**src/rtl/instr_encoder_loader.sv**
```systemverilog
// ============================================================================
// instr_encoder_loader
//
// Purpose:
//   Turns simple instruction requests (R-ALU, I-ALU, LW, SW, BEQ, END) into
//   32-bit RV32I machine words. Each word is written into an instruction
//   memory at BASE_ADDR + 4*count. A request is accepted in IDLE. The encoded
//   word is written in the following cycle (WRITE). DONE is entered when the
//   memory is full or an END request is accepted. DONE is held until reset.
//
// Parameters:
//   BASE_ADDR   byte address of the first instruction-memory write
//   MAX_WORDS   capacity in words (1..255)
//
// Build option:
//   ENCODER_HALT_WORD_EN  when defined, END writes the halt word 32'h0000_0063
//                         (beq x0,x0,0) before entering DONE. When undefined,
//                         END goes straight to DONE and writes nothing.
//
// Ports:
//   clk, reset        clock; asynchronous active-high reset
//   req_valid/ready   request handshake (accept = req_valid & req_ready)
//   req_kind          0=R-ALU 1=I-ALU 2=LW 3=SW 4=BEQ 5=END (6,7 illegal)
//   req_funct3        ALU funct3
//   req_funct7b5      ALU funct7 bit 5
//   req_rd/rs1/rs2    register indices
//   req_imm           signed immediate ([11:0] for I/LW/SW, [12:0] for BEQ)
//   imem_we/addr/wdata  instruction-memory write port (byte address)
//   done, full, err   status flags (err is sticky)
//   count             number of words written so far
// ============================================================================
module instr_encoder_loader #(
    parameter logic [31:0] BASE_ADDR = 32'h0000_0000,
    parameter int          MAX_WORDS = 64
) (
    input  logic        clk,
    input  logic        reset,
    input  logic        req_valid,
    output logic        req_ready,
    input  logic [2:0]  req_kind,
    input  logic [2:0]  req_funct3,
    input  logic        req_funct7b5,
    input  logic [4:0]  req_rd,
    input  logic [4:0]  req_rs1,
    input  logic [4:0]  req_rs2,
    input  logic [12:0] req_imm,
    output logic        imem_we,
    output logic [31:0] imem_addr,
    output logic [31:0] imem_wdata,
    output logic        done,
    output logic        full,
    output logic        err,
    output logic [7:0]  count
);

    localparam logic [7:0] MAX_COUNT = 8'(MAX_WORDS);

    localparam logic [2:0] KIND_R   = 3'd0;
    localparam logic [2:0] KIND_I   = 3'd1;
    localparam logic [2:0] KIND_LW  = 3'd2;
    localparam logic [2:0] KIND_SW  = 3'd3;
    localparam logic [2:0] KIND_BEQ = 3'd4;
    localparam logic [2:0] KIND_END = 3'd5;

    typedef enum logic [1:0] {
        IDLE  = 2'd0,
        WRITE = 2'd1,
        DONE  = 2'd2
    } state_t;

    state_t      state;
    state_t      state_next;

    logic [31:0] enc_word;
    logic        enc_legal;
    logic        is_end;
    logic        accept;
    logic        takes_write;
    logic [7:0]  count_next;

`ifdef ENCODER_HALT_WORD_EN
    // Set while the word in flight is the halt word: its WRITE always ends in DONE.
    logic        halt_pending;
`endif

    // ------------------------------------------------------------------
    // Encoder: combinational RV32I word from the current request fields.
    // ------------------------------------------------------------------
    always_comb begin
        // NOTE: every always_comb output gets a default first; a path that
        // skips an assignment would otherwise infer a latch.
        enc_word  = 32'h0000_0000;
        enc_legal = 1'b1;
        is_end    = 1'b0;
        unique case (req_kind)
            KIND_R:   enc_word = {1'b0, req_funct7b5, 5'b0, req_rs2, req_rs1,
                                  req_funct3, req_rd, 7'b0110011};
            KIND_I:   enc_word = {req_imm[11:0], req_rs1, req_funct3, req_rd,
                                  7'b0010011};
            KIND_LW:  enc_word = {req_imm[11:0], req_rs1, 3'b010, req_rd,
                                  7'b0000011};
            KIND_SW:  enc_word = {req_imm[11:5], req_rs2, req_rs1, 3'b010,
                                  req_imm[4:0], 7'b0100011};
            KIND_BEQ: begin
                enc_word  = {req_imm[12], req_imm[10:5], req_rs2, req_rs1,
                             3'b000, req_imm[4:1], req_imm[11], 7'b1100011};
                // Branch offsets are in halfwords; an odd byte offset cannot be encoded.
                enc_legal = ~req_imm[0];
            end
            KIND_END: begin
                enc_word = 32'h0000_0063;
                is_end   = 1'b1;
            end
            default:  enc_legal = 1'b0;
        endcase
    end

    assign accept     = req_valid & req_ready;
    assign count_next = count + 8'd1;

`ifdef ENCODER_HALT_WORD_EN
    // END is written like any other word.
    assign takes_write = enc_legal;
`else
    // END skips the write and goes straight to DONE.
    assign takes_write = enc_legal & ~is_end;
`endif

    // ------------------------------------------------------------------
    // FSM: state register
    // ------------------------------------------------------------------
    always_ff @(posedge clk or posedge reset) begin
        if (reset) state <= IDLE;
        else       state <= state_next;
    end

    // ------------------------------------------------------------------
    // FSM: next state and state-decoded outputs
    // ------------------------------------------------------------------
    always_comb begin
        state_next = state;
        req_ready  = 1'b0;
        imem_we    = 1'b0;
        done       = 1'b0;
        unique case (state)
            IDLE: begin
                req_ready = 1'b1;
                if (accept) begin
                    if (takes_write)             state_next = WRITE;
                    else if (enc_legal && is_end) state_next = DONE;
                end
            end
            WRITE: begin
                imem_we = 1'b1;
`ifdef ENCODER_HALT_WORD_EN
                if (count_next == MAX_COUNT || halt_pending) state_next = DONE;
`else
                if (count_next == MAX_COUNT) state_next = DONE;
`endif
                else state_next = IDLE;
            end
            DONE: done = 1'b1;
            default: state_next = IDLE;
        endcase
    end

    // ------------------------------------------------------------------
    // Datapath and status registers.
    // The address and data are loaded at accept time. They are therefore
    // valid for the whole WRITE cycle and hold afterwards while imem_we=0.
    // ------------------------------------------------------------------
    always_ff @(posedge clk or posedge reset) begin
        if (reset) begin
            imem_addr    <= BASE_ADDR;
            imem_wdata   <= 32'h0000_0000;
            count        <= 8'd0;
            full         <= 1'b0;
            err          <= 1'b0;
`ifdef ENCODER_HALT_WORD_EN
            halt_pending <= 1'b0;
`endif
        end else begin
            // NOTE: sequential state uses non-blocking assignments, so every
            // register sees the pre-edge values of the others.
            unique case (state)
                IDLE: begin
                    if (accept) begin
                        if (!enc_legal) begin
                            err <= 1'b1;
                        end else if (takes_write) begin
                            imem_wdata   <= enc_word;
                            imem_addr    <= BASE_ADDR + {22'd0, count, 2'b00};
`ifdef ENCODER_HALT_WORD_EN
                            halt_pending <= is_end;
`endif
                        end
                    end
                end
                WRITE: begin
                    count <= count_next;
                    if (count_next == MAX_COUNT) full <= 1'b1;
                end
                default: ;
            endcase
        end
    end

endmodule

```
**config.mk**
```make
export PLATFORM = sky130hd
export DESIGN_NAME = instr_encoder_loader
export DESIGN_NICKNAME = d
export VERILOG_FILES = /design/src/rtl/instr_encoder_loader.sv
export SDC_FILE = /design/constraint.sdc
export NUM_CORES = 1
export LEC_CHECK = 0
export CAP_MARGIN = 20
export CELL_PAD_IN_SITES_DETAIL_PLACEMENT = 0
export CELL_PAD_IN_SITES_GLOBAL_PLACEMENT = 1
export CORE_ASPECT_RATIO = 1.1
export CORE_MARGIN = 2
export CORE_UTILIZATION = 30
export DETAILED_ROUTE_END_ITERATION = 10
export HOLD_SLACK_MARGIN = 0.03
export PLACE_DENSITY = 0.77
export SETUP_SLACK_MARGIN = 0.1
export SLEW_MARGIN = 20
export SYNTH_ARGS = -nofsm -noshare
export SYNTH_HDL_FRONTEND = slang
export SYNTH_SLANG_ARGS = --single-unit
```
**constraint.sdc**
```tcl
create_clock -name clk -period 1.6 [get_ports clk]
set_clock_uncertainty 0.05 [all_clocks]
set_input_delay 0.16 -clock clk [delete_from_list [all_inputs] [get_ports clk]]
set_output_delay 0.16 -clock clk [all_outputs]
set_load 0.1 [all_outputs]
```
==> run summary, run 1 <==
The power per unit of standard cell area came out at 1920 nW/um2. The final worst setup slack came out at 0.118 ns. The most used flip-flop cell after synthesis is sky130_fd_sc_hd__dfrtp_1. The combined area of all synthesized cells is 2400 um2. The reported max-cap violation count is 0.

The fraction of post-synthesis cell area in the top cell type by area is 51.1%. The synthesis-to-finish area growth came out at 77.8%. The type of the setup path with the least slack is register to primary output. The maximum number of pins on one net before global-route repair came out at 50. The maximum VDD drop came out at 992 uV. The placed wire-length estimate after detailed placement is roughly 4500 um.

The die covers 8740 um2. The final count of pins violating max slew came out at 0. After floorplanning, the core was sized to cover 7830 um2. After layout, the design draws a total of 8190 uW.

Of the cells placed in the final design, the portion with a size suffix greater than 1 is between 30 and 40%. The violation count after the first detailed-route iteration came out at 59. The minimum setup slack after placement is -0.198 ns. The number of CTS-inserted buffers came out at 5. The final layout contains 392 nets. The number of ports placed on the die boundary is 115. The sort of element at the start of the critical path is a register. The met2 demand-to-capacity share in global routing is between 20% and 30%. Setup violations remaining at the end of the flow were counted as 0. The iteration count of the initial detailed-routing pass is 4. Synthesis handed over a netlist of 247 instances.

By area the synthesized netlist is led by sky130_fd_sc_hd__dfrtp_1 51%, sky130_fd_sc_hd__buf_4 8.4%, sky130_fd_sc_hd__nand2_1 8.3%. After synthesis, the largest family of logic cells by area is simple AND/OR/NAND/NOR gates. The synthesized-area fraction occupied by ao, oa, aoi and oai cells is 13.9%. The starting density of the core is a little under a third. In this run, post-CTS hold repair placed 0 buffers. The flow ran to the end, and the final reports show no timing, DRC or antenna violations. The leading cell type by number of instances after synthesis is sky130_fd_sc_hd__nand2_1.

The worst setup path is captured at a primary output. The commonest cells after synthesis are 53 x sky130_fd_sc_hd__nand2_1, 49 x sky130_fd_sc_hd__dfrtp_1, 29 x sky130_fd_sc_hd__o21ai_0. The post-synthesis cell type with the largest combined area is sky130_fd_sc_hd__dfrtp_1. Yosys printed 0 warnings. Subtracting the final worst setup slack from the clock period gives roughly 1.5 ns.

The netlist uses 38 different library cells. Counting flops with a built-in enable in the synthesized netlist gives 0. After synthesis, flip-flops and latches occupy 51.1% of the total area.

The CTS H-tree depth came out at 2. The routing layer with the top usage in global route is met2. The top achievable clock speed is 675 MHz.

The tree is rooted in a sky130_fd_sc_hd__clkbuf_8. The worst endpoint data arrival time came out at approximately 1.3 ns. The total number of placement rows is 34. The peak fanout along the critical path came out at 4. The number of global-route vias before repair came to 1863. The area share of xor/xnor cells in the synthesized design is 3.65%. After detailed routing, the average wire length per cell comes to 13.1 um. The chip height came out at 97.8 um. Counting flops and latches in the post-synthesis netlist gives 49. The width of the chip came out at 89.3 um.

The worst slack on hold paths came out at 0.160 ns. The first-pass GRT wire length came out at 9010 um. Once detail routing completed, the nets flagged for antenna violations numbered 0. The worst min-delay path class is input pin to async pin. Summed over all cells, the static leakage comes to 0.00190 uW. The clock sink count came out at slightly below 50. The aggregate global routing overflow is 0. In this run the tool buffered the top-level ports with 88 buffer cells. The met3 usage in global routing came out at 4.73%.

The remaining routing DRC violations came out at 0. After detailed routing, the total wire length is 6050 um. The number of endpoints with negative hold slack in the final report came out at 0. The fraction of synthesized area in multiplexers came out at under 10%. The number of antenna violations at the first check in global routing was 0. Summing the areas of all and, or, nand and nor instances in the mapped netlist gives 14.0% of the synthesized area. Setup repair after global routing could not meet its margin everywhere.

The number of vias per cell after detailed routing came out at 4.33. The source-to-sink clock delay at the later pin of the worst-skew pair is 0.31 ns. The required time at the endpoint of the critical path is 1.39 ns. The mean instance size in the synthesized netlist is ~10 um2.

Clock-pin slew was measured on the worst setup and hold paths at approximately 0.10 ns. The portion of the clock cycle consumed by the worst path in the final layout came out at between 90 and 100%. The CTS tree is yes.

The vias after detailed routing is between 2000 and 2500. The maximum number of buffers from clock root to sink came out at 2. The number of antenna diodes in the final layout is 0. The total routing usage reported by global routing came out at 13.3%. The congestion estimate from routability-driven global placement came to a little over 0.7. The synthesized-area fraction occupied by adder cells came out at 0.521%. The met1 track utilization from global routing is 17.0%. The proportion of register bits with asynchronous set or reset after synthesis came out at 100%.
[worst paths after layout]
check                      slack, ns       endpoint          start  cells past startpoint
hold / removal                  0.16   imem_addr[5]          reset                      3
min in group clk                0.23  imem_wdata[6]    req_kind[1]                      3
hold reg to reg                 0.49  imem_wdata[6]  imem_wdata[6]                      2
setup reg to reg                0.14   imem_addr[6]       state[1]                      4
setup / recovery                0.12           done       state[0]                      3
max in group asynchronous       1.09       count[1]          reset                      3
[where the power goes]
group | switching (uW) | total, uW | leakage [uW] | internal [uW]
Sequential | 463 | 2070 | 0.000618 | 1610
Clock | 421 | 930 | 0.0000574 | 509
Combinational | 3400 | 5190 | 0.00122 | 1790
Total | 4290 | 8190 | 0.00190 | 3900
[critical path, cell delays in order (launching register included)]
cell and delay (ns):
sky130_fd_sc_hd__dfrtp_2 0.45, sky130_fd_sc_hd__buf_4 0.15, sky130_fd_sc_hd__nor2b_2 0.17, sky130_fd_sc_hd__buf_12 0.20
[metrics by stage]
stage | utilization [%] | instances | TNS (ns) | cell area, um2
final | 54.5 | 462 | 0 | 4270
after global routing | 54.5 | 462 | 0 | 4270
after CTS | 52.6 | 456 | 0 | 4120
after detailed placement | 51.0 | 447 | -6.18 | 3990
after global placement | 51.0 | 447 | -5.21 | 3990
after floorplan | - | 272 | -4.88 | 2570
[sequential cells by signal, summed over array words and instances (netlist names)]
name / flops
state: 2
err: 1
imem_addr: 8
full: 1
count: 8
imem_wdata: 29
[placed cells by master (no fill, tap or decap), types with 3 or more instances in the layout]
cell                              count
sky130_fd_sc_hd__clkbuf_16            3
sky130_fd_sc_hd__dfrtp_4              7
sky130_fd_sc_hd__clkdlybuf4s50_1     35
sky130_fd_sc_hd__conb_1              26
sky130_fd_sc_hd__o21ai_1             26
sky130_fd_sc_hd__mux2_2               7
sky130_fd_sc_hd__nor2_1               6
sky130_fd_sc_hd__buf_12              55
sky130_fd_sc_hd__a21oi_1              3
sky130_fd_sc_hd__inv_1                4
sky130_fd_sc_hd__dfrtp_2              3
sky130_fd_sc_hd__a22oi_1              9
sky130_fd_sc_hd__nand4_1              3
sky130_fd_sc_hd__a31oi_1              3
sky130_fd_sc_hd__buf_4               17
sky130_fd_sc_hd__xnor2_1              7
sky130_fd_sc_hd__dfrtp_1             39
sky130_fd_sc_hd__nand2_1             51
sky130_fd_sc_hd__clkbuf_8             6
[area by class of cell]
type	count	area, um2
flip-flops and latches	49	1260
clock buffers	6	82.6
well taps	108	135
multi-input cells	178	1040
inverters	6	22.5
repair buffers	113	1690
clock inverters	2	37.5
fillers	711	3560
[kinds of logic after synthesis]
kind of cell    Yosys count
flops                    49
fa+ha+maj                 1
other cells               1
simple gates             77
xor+xnor                 10
buf+inv                  45
mux                       9
compound gates           55
[layer usage]
metal / routed length (um) / vias to the layer above
met1: 2500 / 935
met5: 0 / -
li1: - / 986
met3: 474 / 8
met2: 3020 / 73
met4: 54 / 0
[what timing repair did]
item,in CTS,in global routing
gates cloned,0,3
pin swaps,0,5
buffers inserted,1,3
resized for setup,1,13
setup endpoints to repair,1,22
Note: power is estimated with default switching activity, not from simulation.
==> run 2, diff against run 1 <==
--- a/config.mk
+++ b/config.mk
@@ -9,7 +9,6 @@
 export CELL_PAD_IN_SITES_DETAIL_PLACEMENT = 0
 export CELL_PAD_IN_SITES_GLOBAL_PLACEMENT = 1
 export CORE_ASPECT_RATIO = 1.1
-export CORE_MARGIN = 2
 export CORE_UTILIZATION = 30
 export DETAILED_ROUTE_END_ITERATION = 10
 export HOLD_SLACK_MARGIN = 0.03
@@ -19,3 +18,4 @@
 export SYNTH_ARGS = -nofsm -noshare
 export SYNTH_HDL_FRONTEND = slang
 export SYNTH_SLANG_ARGS = --single-unit
+export TNS_END_PERCENT = 5
==> run 2 against run 1 <==
Critical path depth is the same. Critical path type unchanged. Critical endpoint is now imem_we. Sequential cell count is the same. Sequential share of layout area is essentially flat. Clock power grew 0.5%. Non-clock buffer count grew 3. Clock-buffer cell count grew 1. Via count grew 2.5%. Hold slack lost 0.059 ns. Highest routed layer unchanged. Final cell count is the same. Largest power group unchanged.
==> run summary, run 2 (synthesis results as in run 1) <==
The flow ran to the end, and the final reports show no timing, DRC or antenna violations. The area enclosed by the die boundary came out at 8370 um2. The longest clock path from root to sink contains 2 buffers. The launching element of the worst setup path is state[1]. For this run, the detailed router's first-pass iteration total came to 4. The delay of the slowest cell on the worst path came out at 0.45 ns. The remaining routing DRC violations came out at 0. The reported max-cap violation count is 0. For this run, global-route usage on met3 was measured as 4.37%.

Setup repair after global routing could not meet its margin everywhere. The aggregate global routing overflow came out at 0. The number of ports placed on the die boundary came out at 115. Setup violations remaining at the end of the flow were counted as 0. Including well taps, the total number of placed cells is 447. The number of routed nets with antenna violations came out at 0. Data on the critical path arrives at its endpoint at 1.26 ns.

In this run the horizontal extent of the chip is 87.3 um. The portion of the clock cycle consumed by the worst path in the final layout is slightly above 90%. The maximum VDD drop is 1140 uV. The startpoint identified for the worst register-to-register timing path is state[1].

TritonCTS built the clock tree. The most flop-heavy register is imem_wdata. The total routing usage reported by global routing came out at 14.6%. The layer flagged by global routing as most heavily used is met2. CTS saw 49 sinks.

The type of element capturing the critical path is a primary output. Leaving out fill and tap cells, the most frequent cell in the layout is sky130_fd_sc_hd__buf_12. The number of global-route vias before repair came out at ~1900. The chip height came out at 95.8 um. The clock-pin slew reported for the worst setup and hold paths after clock tree synthesis is 0.09 ns. The synthesis-to-finish area growth is 74.5%. The HPWL after detailed placement is ~4700 um. The slowest cell on the critical path is sky130_fd_sc_hd__dfrtp_2. The final weighted congestion in routability-driven placement is 0.762.

The peak fanout along the critical path came out at 5. The repair_antennas step left the layout with diodes totalling 0. The worst min-delay path class is input pin to async pin. The final count of pins violating max slew was 0. The required time at the endpoint of the critical path came out at between 1 and 1.5 ns. In the final layout, the registers with the most flip-flops are imem_wdata (29), count (8), imem_addr (8). The signal on the critical path passes through nor2b_1 -> buf_4 -> buf_12.

The met2 demand-to-capacity share in global routing is 24.7%. Entering global routing, the biggest net connects 27 pins. The post-route minimum period came out at 1.47 ns. CTS placed an instance of sky130_fd_sc_hd__clkbuf_8 at the clock tree root. The number of vias per cell after detailed routing came out at roughly 4.4. The number of antenna violations at the first check in global routing is 0. The H-tree was split into 2 levels. The first global-routing pass estimated just over 9000 um of wire. The flip-flop count of the largest register, all copies and words added came out at 29. The source-to-sink clock delay at the later pin of the worst-skew pair is 0.30 ns. The starting density of the core is between 30% and 40%. The power per unit of standard cell area is around 2000 nW/um2.

In this run, CTS created clock tree buffers numbering 5. Excluding fillers, the count of instances in the completed layout stands at 462. The vias after detailed routing came out at between 2000 and 2500. The static leakage came out at 0.00190 uW.

The met1 track utilization from global routing is 17.7%. Hold repair after CTS inserted 0 buffers. The violation count after the first detailed-route iteration is 49. The standard cell core area came out at approximately 7600 um2.

The worst slack on hold paths came out at 0.100 ns. The final-stage net count came out at between 300 and 400. The count of buffers added on input and output ports is 88.

The number of endpoints with negative hold slack in the final report is 0. STA classifies the critical path startpoint as a register. The proportion of layout cells with a drive suffix above 1 came out at 31.1%. Static timing analysis puts the maximum clock frequency at about 680 MHz.

The final routed wirelength across all metal layers came out at 6020 um. The critical path is of the register to primary output type. The total number of placement rows came out at 33. In the layout the commonest cells are 56 x sky130_fd_sc_hd__buf_12, 53 x sky130_fd_sc_hd__nand2_1, 43 x sky130_fd_sc_hd__dfrtp_1. Counting the fill cells in the layout gives 684. After detailed routing, the average wire length per cell comes to 13.0 um.
-- run 2: cell types whose count changed in the layout (fill, tap and decap cells not counted), sizes merged --
| cell | before | now |
|---|---|---|
| dlymetal6s2s | 2 | 1 |
| clkinvlp | 1 | 0 |
| clkdlybuf4s50 | 35 | 36 |
| buf | 73 | 79 |
| clkbuf | 9 | 7 |
-- run 2: path summary, 6_finish.rpt --
path                       cells past startpoint  slack [ns]        endpoint
setup / recovery                               3        0.13         imem_we
hold / removal                                 2        0.10   imem_wdata[1]
setup reg to reg                               4        0.19    imem_addr[6]
hold reg to reg                                2        0.49  imem_wdata[12]
max in group asynchronous                      3        0.94  imem_wdata[25]
min in group clk                               3        0.24   imem_wdata[6]
-- run 2: per-stage QoR --
| step | utilization, % | total power [uW] | setup slack, ns | TNS [ns] | cell area (um2) |
|---|---|---|---|---|---|
| global placement | 52.4 | 7100 | -0.215 | -6.58 | 3980 |
| finish | 55.2 | 8160 | 0.126 | 0 | 4190 |
| global route | 55.2 | 8460 | 0.0690 | 0 | 4190 |
| detailed placement | 52.4 | 7160 | -0.264 | -7.04 | 3980 |
| floorplan | - | 5170 | -0.388 | -8.24 | 2510 |
| CTS | 54.0 | 8100 | 0.0820 | 0 | 4100 |
-- run 2: report_power, final --
| part | internal [uW] | total, uW | switching [uW] |
|---|---|---|---|
| clock | 510 | 935 | 425 |
| combinational | 1800 | 5220 | 3420 |
| sequential | 1580 | 2010 | 422 |
-- run 2: worst max-delay path: cells and delay by family (launching register included) --
| family | cells | cell delay (ns) |
|---|---|---|
| flip-flops | 1 | 0.45 |
| AND/OR/NAND/NOR | 1 | 0.16 |
| buffers and inverters | 2 | 0.34 |
-- run 2: layout make-up --
class	count	area, um2	area share (%)
inverter	6	22.5	0.537
timing repair buffer	116	1670	39.9
tap	105	131	3.14
clock inverter	1	30.0	0.717
multi-input combinational	178	1020	24.2
sequential	49	1230	29.4
clock buffer	7	86.3	2.06
-- run 2: per-layer routing --
metal | wire length, um | part of all wire [%] | vias up
li1 | - | - | 991
met1 | 2480 | 41 | 967
met2 | 3000 | 50 | 87
met3 | 464 | 7.7 | 8
met4 | 76 | 1.3 | 0
met5 | 0 | 0 | -
-- run 2: timing repair --
item | in CTS | in global routing
setup endpoints to repair | 6 | 32
cloned | 0 | 0
buffers inserted | 0 | 7
hold endpoints to repair | 0 | 0
pin swaps | 0 | 1
gates resized for setup | 3 | 12
==> run 3, diff against run 2 <==
--- a/config.mk
+++ b/config.mk
@@ -5,16 +5,15 @@
 export SDC_FILE = /design/constraint.sdc
 export NUM_CORES = 1
 export LEC_CHECK = 0
-export CAP_MARGIN = 20
 export CELL_PAD_IN_SITES_DETAIL_PLACEMENT = 0
 export CELL_PAD_IN_SITES_GLOBAL_PLACEMENT = 1
 export CORE_ASPECT_RATIO = 1.1
+export CORE_MARGIN = 3
 export CORE_UTILIZATION = 30
 export DETAILED_ROUTE_END_ITERATION = 10
 export HOLD_SLACK_MARGIN = 0.03
 export PLACE_DENSITY = 0.77
 export SETUP_SLACK_MARGIN = 0.1
-export SLEW_MARGIN = 20
 export SYNTH_ARGS = -nofsm -noshare
 export SYNTH_HDL_FRONTEND = slang
 export SYNTH_SLANG_ARGS = --single-unit
==> run 3 against run 2 <==
Via count fell by 2.0%. Utilization fell by 1.1 points. Final cell count fell by 1.3%. Routed wire length rose by 0.17%. Combinational power fell by 2%. Register-to-register slack got worse by 0.03 ns. Clock power fell by 19%. Clock-buffer cell count rose by 1. Critical endpoint is now imem_addr[6]. Maximum frequency fell by 1.4%. Non-clock buffer count fell by 6. Sequential share of layout area rose by 0.58 points. Total power fell by 3.4%.
==> run summary, run 3 (synthesis results as in run 1) <==
The flow ran to the end, and the final reports show no timing, DRC or antenna violations. The worst slack on hold paths is 0.180 ns. The required time at the endpoint of the critical path is 1.73 ns. The most critical setup path has its startpoint at req_kind[1]. The most critical setup path has its endpoint at imem_addr[6]. Once detail routing completed, the nets flagged for antenna violations numbered 0.

The critical path is of the input pin to register type. The maximum number of buffers from clock root to sink is 2. The root buffer cell is sky130_fd_sc_hd__clkbuf_8. Setup repair after global routing could not meet its margin everywhere.

The number of CTS-inserted buffers is 5. The final core utilization is 54.1%. The worst min-delay path class is input pin to async pin.

Of the total power, combinational logic draws 64.7%. The number of ports placed on the die boundary came out at around 120. The starting density of the core is a little under a third. STA classifies the critical path endpoint as a register. The number of antenna violations at the first check in global routing is 0. The final-stage net count is between 300 and 400. The most common cell after layout, fill and taps aside is sky130_fd_sc_hd__buf_12.

The reported max-cap violation count came out at 0. Of the total power, registers draw between 20% and 30%. The proportion of layout cells with a drive suffix above 1 came out at 29.6%. The aggregate global routing overflow is 0. The number of setup buffers added after CTS came out at 0. The vias after detailed routing is 2012.

The congestion estimate from routability-driven global placement came to 0.715. The share of total power in the clock network is 9.6%. The die is 91.3 um wide. The worst path in the final design needs a cycle of 1.49 ns, including I/O delays and setup. The remaining routing DRC violations is 0. In this run the critical register-to-register path is captured at imem_addr[6].

The worst endpoint data arrival time is between 1.5 and 2 ns. The top achievable clock speed came out at 669 MHz. The total routing usage reported by global routing is a little over an eighth. The placed wire-length estimate after detailed placement came out at between 4000 and 5000 um.

The first-pass GRT wire length came out at roughly 9900 um. The number of port buffers is roughly 90. The largest registers in the layout are imem_wdata (29), count (8), imem_addr (8).

The number of diodes came out at 0. The number of global-route vias before repair was 2030. The iteration count of the initial detailed-routing pass came out at 4. The portion of the clock cycle consumed by the worst path in the final layout is between 90% and 100%.

The final count of pins violating max slew is 0. The final routed wire length divided by cell count came out at 13.2 um. In this run switching power makes up a little over half of total power. The die covers about 9000 um2.

The register with the most flip-flops in the layout has 29 of them. More flip-flops sit in one register than any other, and that register is imem_wdata. The sum of negative setup slack came out at 0 ns. Relative to the synthesized area, the layout overhead comes to 71.1%. The number of endpoints with negative hold slack in the final report is 0. Setup violations remaining at the end of the flow were counted as 0.

TritonCTS built the clock tree. The peak fanout along the critical path is 17. The internal power came out at 3670 uW. The final design area excluding fillers came out at 4110 um2. Summing all placed instances gives a cell area of 3990 um2. The total number of placement rows is 33. The worst-case IR drop observed on VDD is 1020 uV. For this block, the initial DRC count from the detailed router was 61. The standard cell core area came out at 7600 um2. In the layout the commonest cells are 56 x sky130_fd_sc_hd__buf_12, 53 x sky130_fd_sc_hd__nand2_1, 43 x sky130_fd_sc_hd__dfrtp_1. STA classifies the critical path startpoint as an input pin.

The chip height came out at between 90 and 100 um. The source-to-sink clock delay at the later pin of the worst-skew pair came out at 0.30 ns. The maximum number of pins on one net before global-route repair came out at 50. The final routed wirelength across all metal layers is a little over 6000 um.

The H-tree was split into 2 levels. Counting cells, the worst reg-to-reg path comes to 4. The clock sink count came out at 49. The static leakage is 0.00184 uW.

Clock-pin slew was measured on the worst setup and hold paths at around 0.090 ns. The worst register-to-register path begins at state[1]. The net switching power of the design came out at 4220 uW.

Dividing total power by cell area gives a power density of between 1500 and 2000 nW/um2. Dividing the detail-routed via count by the number of cells gives 4.41. The setup check on the worst reg-to-reg path leaves a slack of 0.16 ns.
run 3: cell type report:
class / instances / area, um2
Tap cell: 105 / 131
Fill cell: 716 / 3490
Clock buffer: 8 / 90.1
Inverter: 6 / 22.5
Timing Repair Buffer: 110 / 1620
Sequential cell: 49 / 1230
Multi-Input combinational cell: 178 / 1010
run 3: per-layer routing:
metal	part of all wire (%)	global-route usage, %	vias up
li1	-	-	989
met4	0	2.78	0
met1	41	15.7	946
met3	7.5	4.80	0
met5	0	0	-
met2	52	24.1	77
run 3: per-stage QoR:
step | std cells | setup WS (ns) | total power [uW]
2_1_floorplan | 272 | -0.388 | 5170
3_3_place_gp | 448 | -0.218 | 7120
3_5_place_dp | 448 | -0.260 | 7170
4_1_cts | 456 | 0.0576 | 7950
5_1_grt | 456 | 0.0645 | 8200
6_report | 456 | 0.105 | 7890
run 3: timing repair:
| action | in CTS | in global routing |
|---|---|---|
| resized for setup | 1 | 10 |
| endpoints found under the setup margin | 3 | 35 |
| hold buffers | 0 | 0 |
run 3: worst min-delay path by stage:
stage | to | cells past startpoint | startpoint | slack (ns)
floorplan | state[1] | 2 | req_valid | 0.25
detailed placement | imem_wdata[9] | 2 | imem_wdata[9] | 0.48
finish | imem_addr[8] | 3 | reset | 0.18
CTS | imem_wdata[13] | 3 | reset | 0.18
global placement | imem_wdata[15] | 2 | imem_wdata[15] | 0.47
global route | imem_addr[8] | 3 | reset | 0.19
run 3: power by group through the flow:
stage / registers, uW / clock network [uW] / logic (uW)
after floorplan: 4210 / 0 / 961
after global placement: 2030 / 0 / 5090
after detailed placement: 2050 / 0 / 5120
after CTS: 2030 / 790 / 5130
after global routing: 2070 / 851 / 5280
final: 2020 / 759 / 5110
run 3: critical path: stages:
cell and delay, ns:
sky130_fd_sc_hd__clkdlybuf4s50_1 0.42, sky130_fd_sc_hd__or2_4 0.28, sky130_fd_sc_hd__o21ai_4 0.14, sky130_fd_sc_hd__nand3_2 0.14, sky130_fd_sc_hd__buf_12 0.18, sky130_fd_sc_hd__mux2_4 0.29
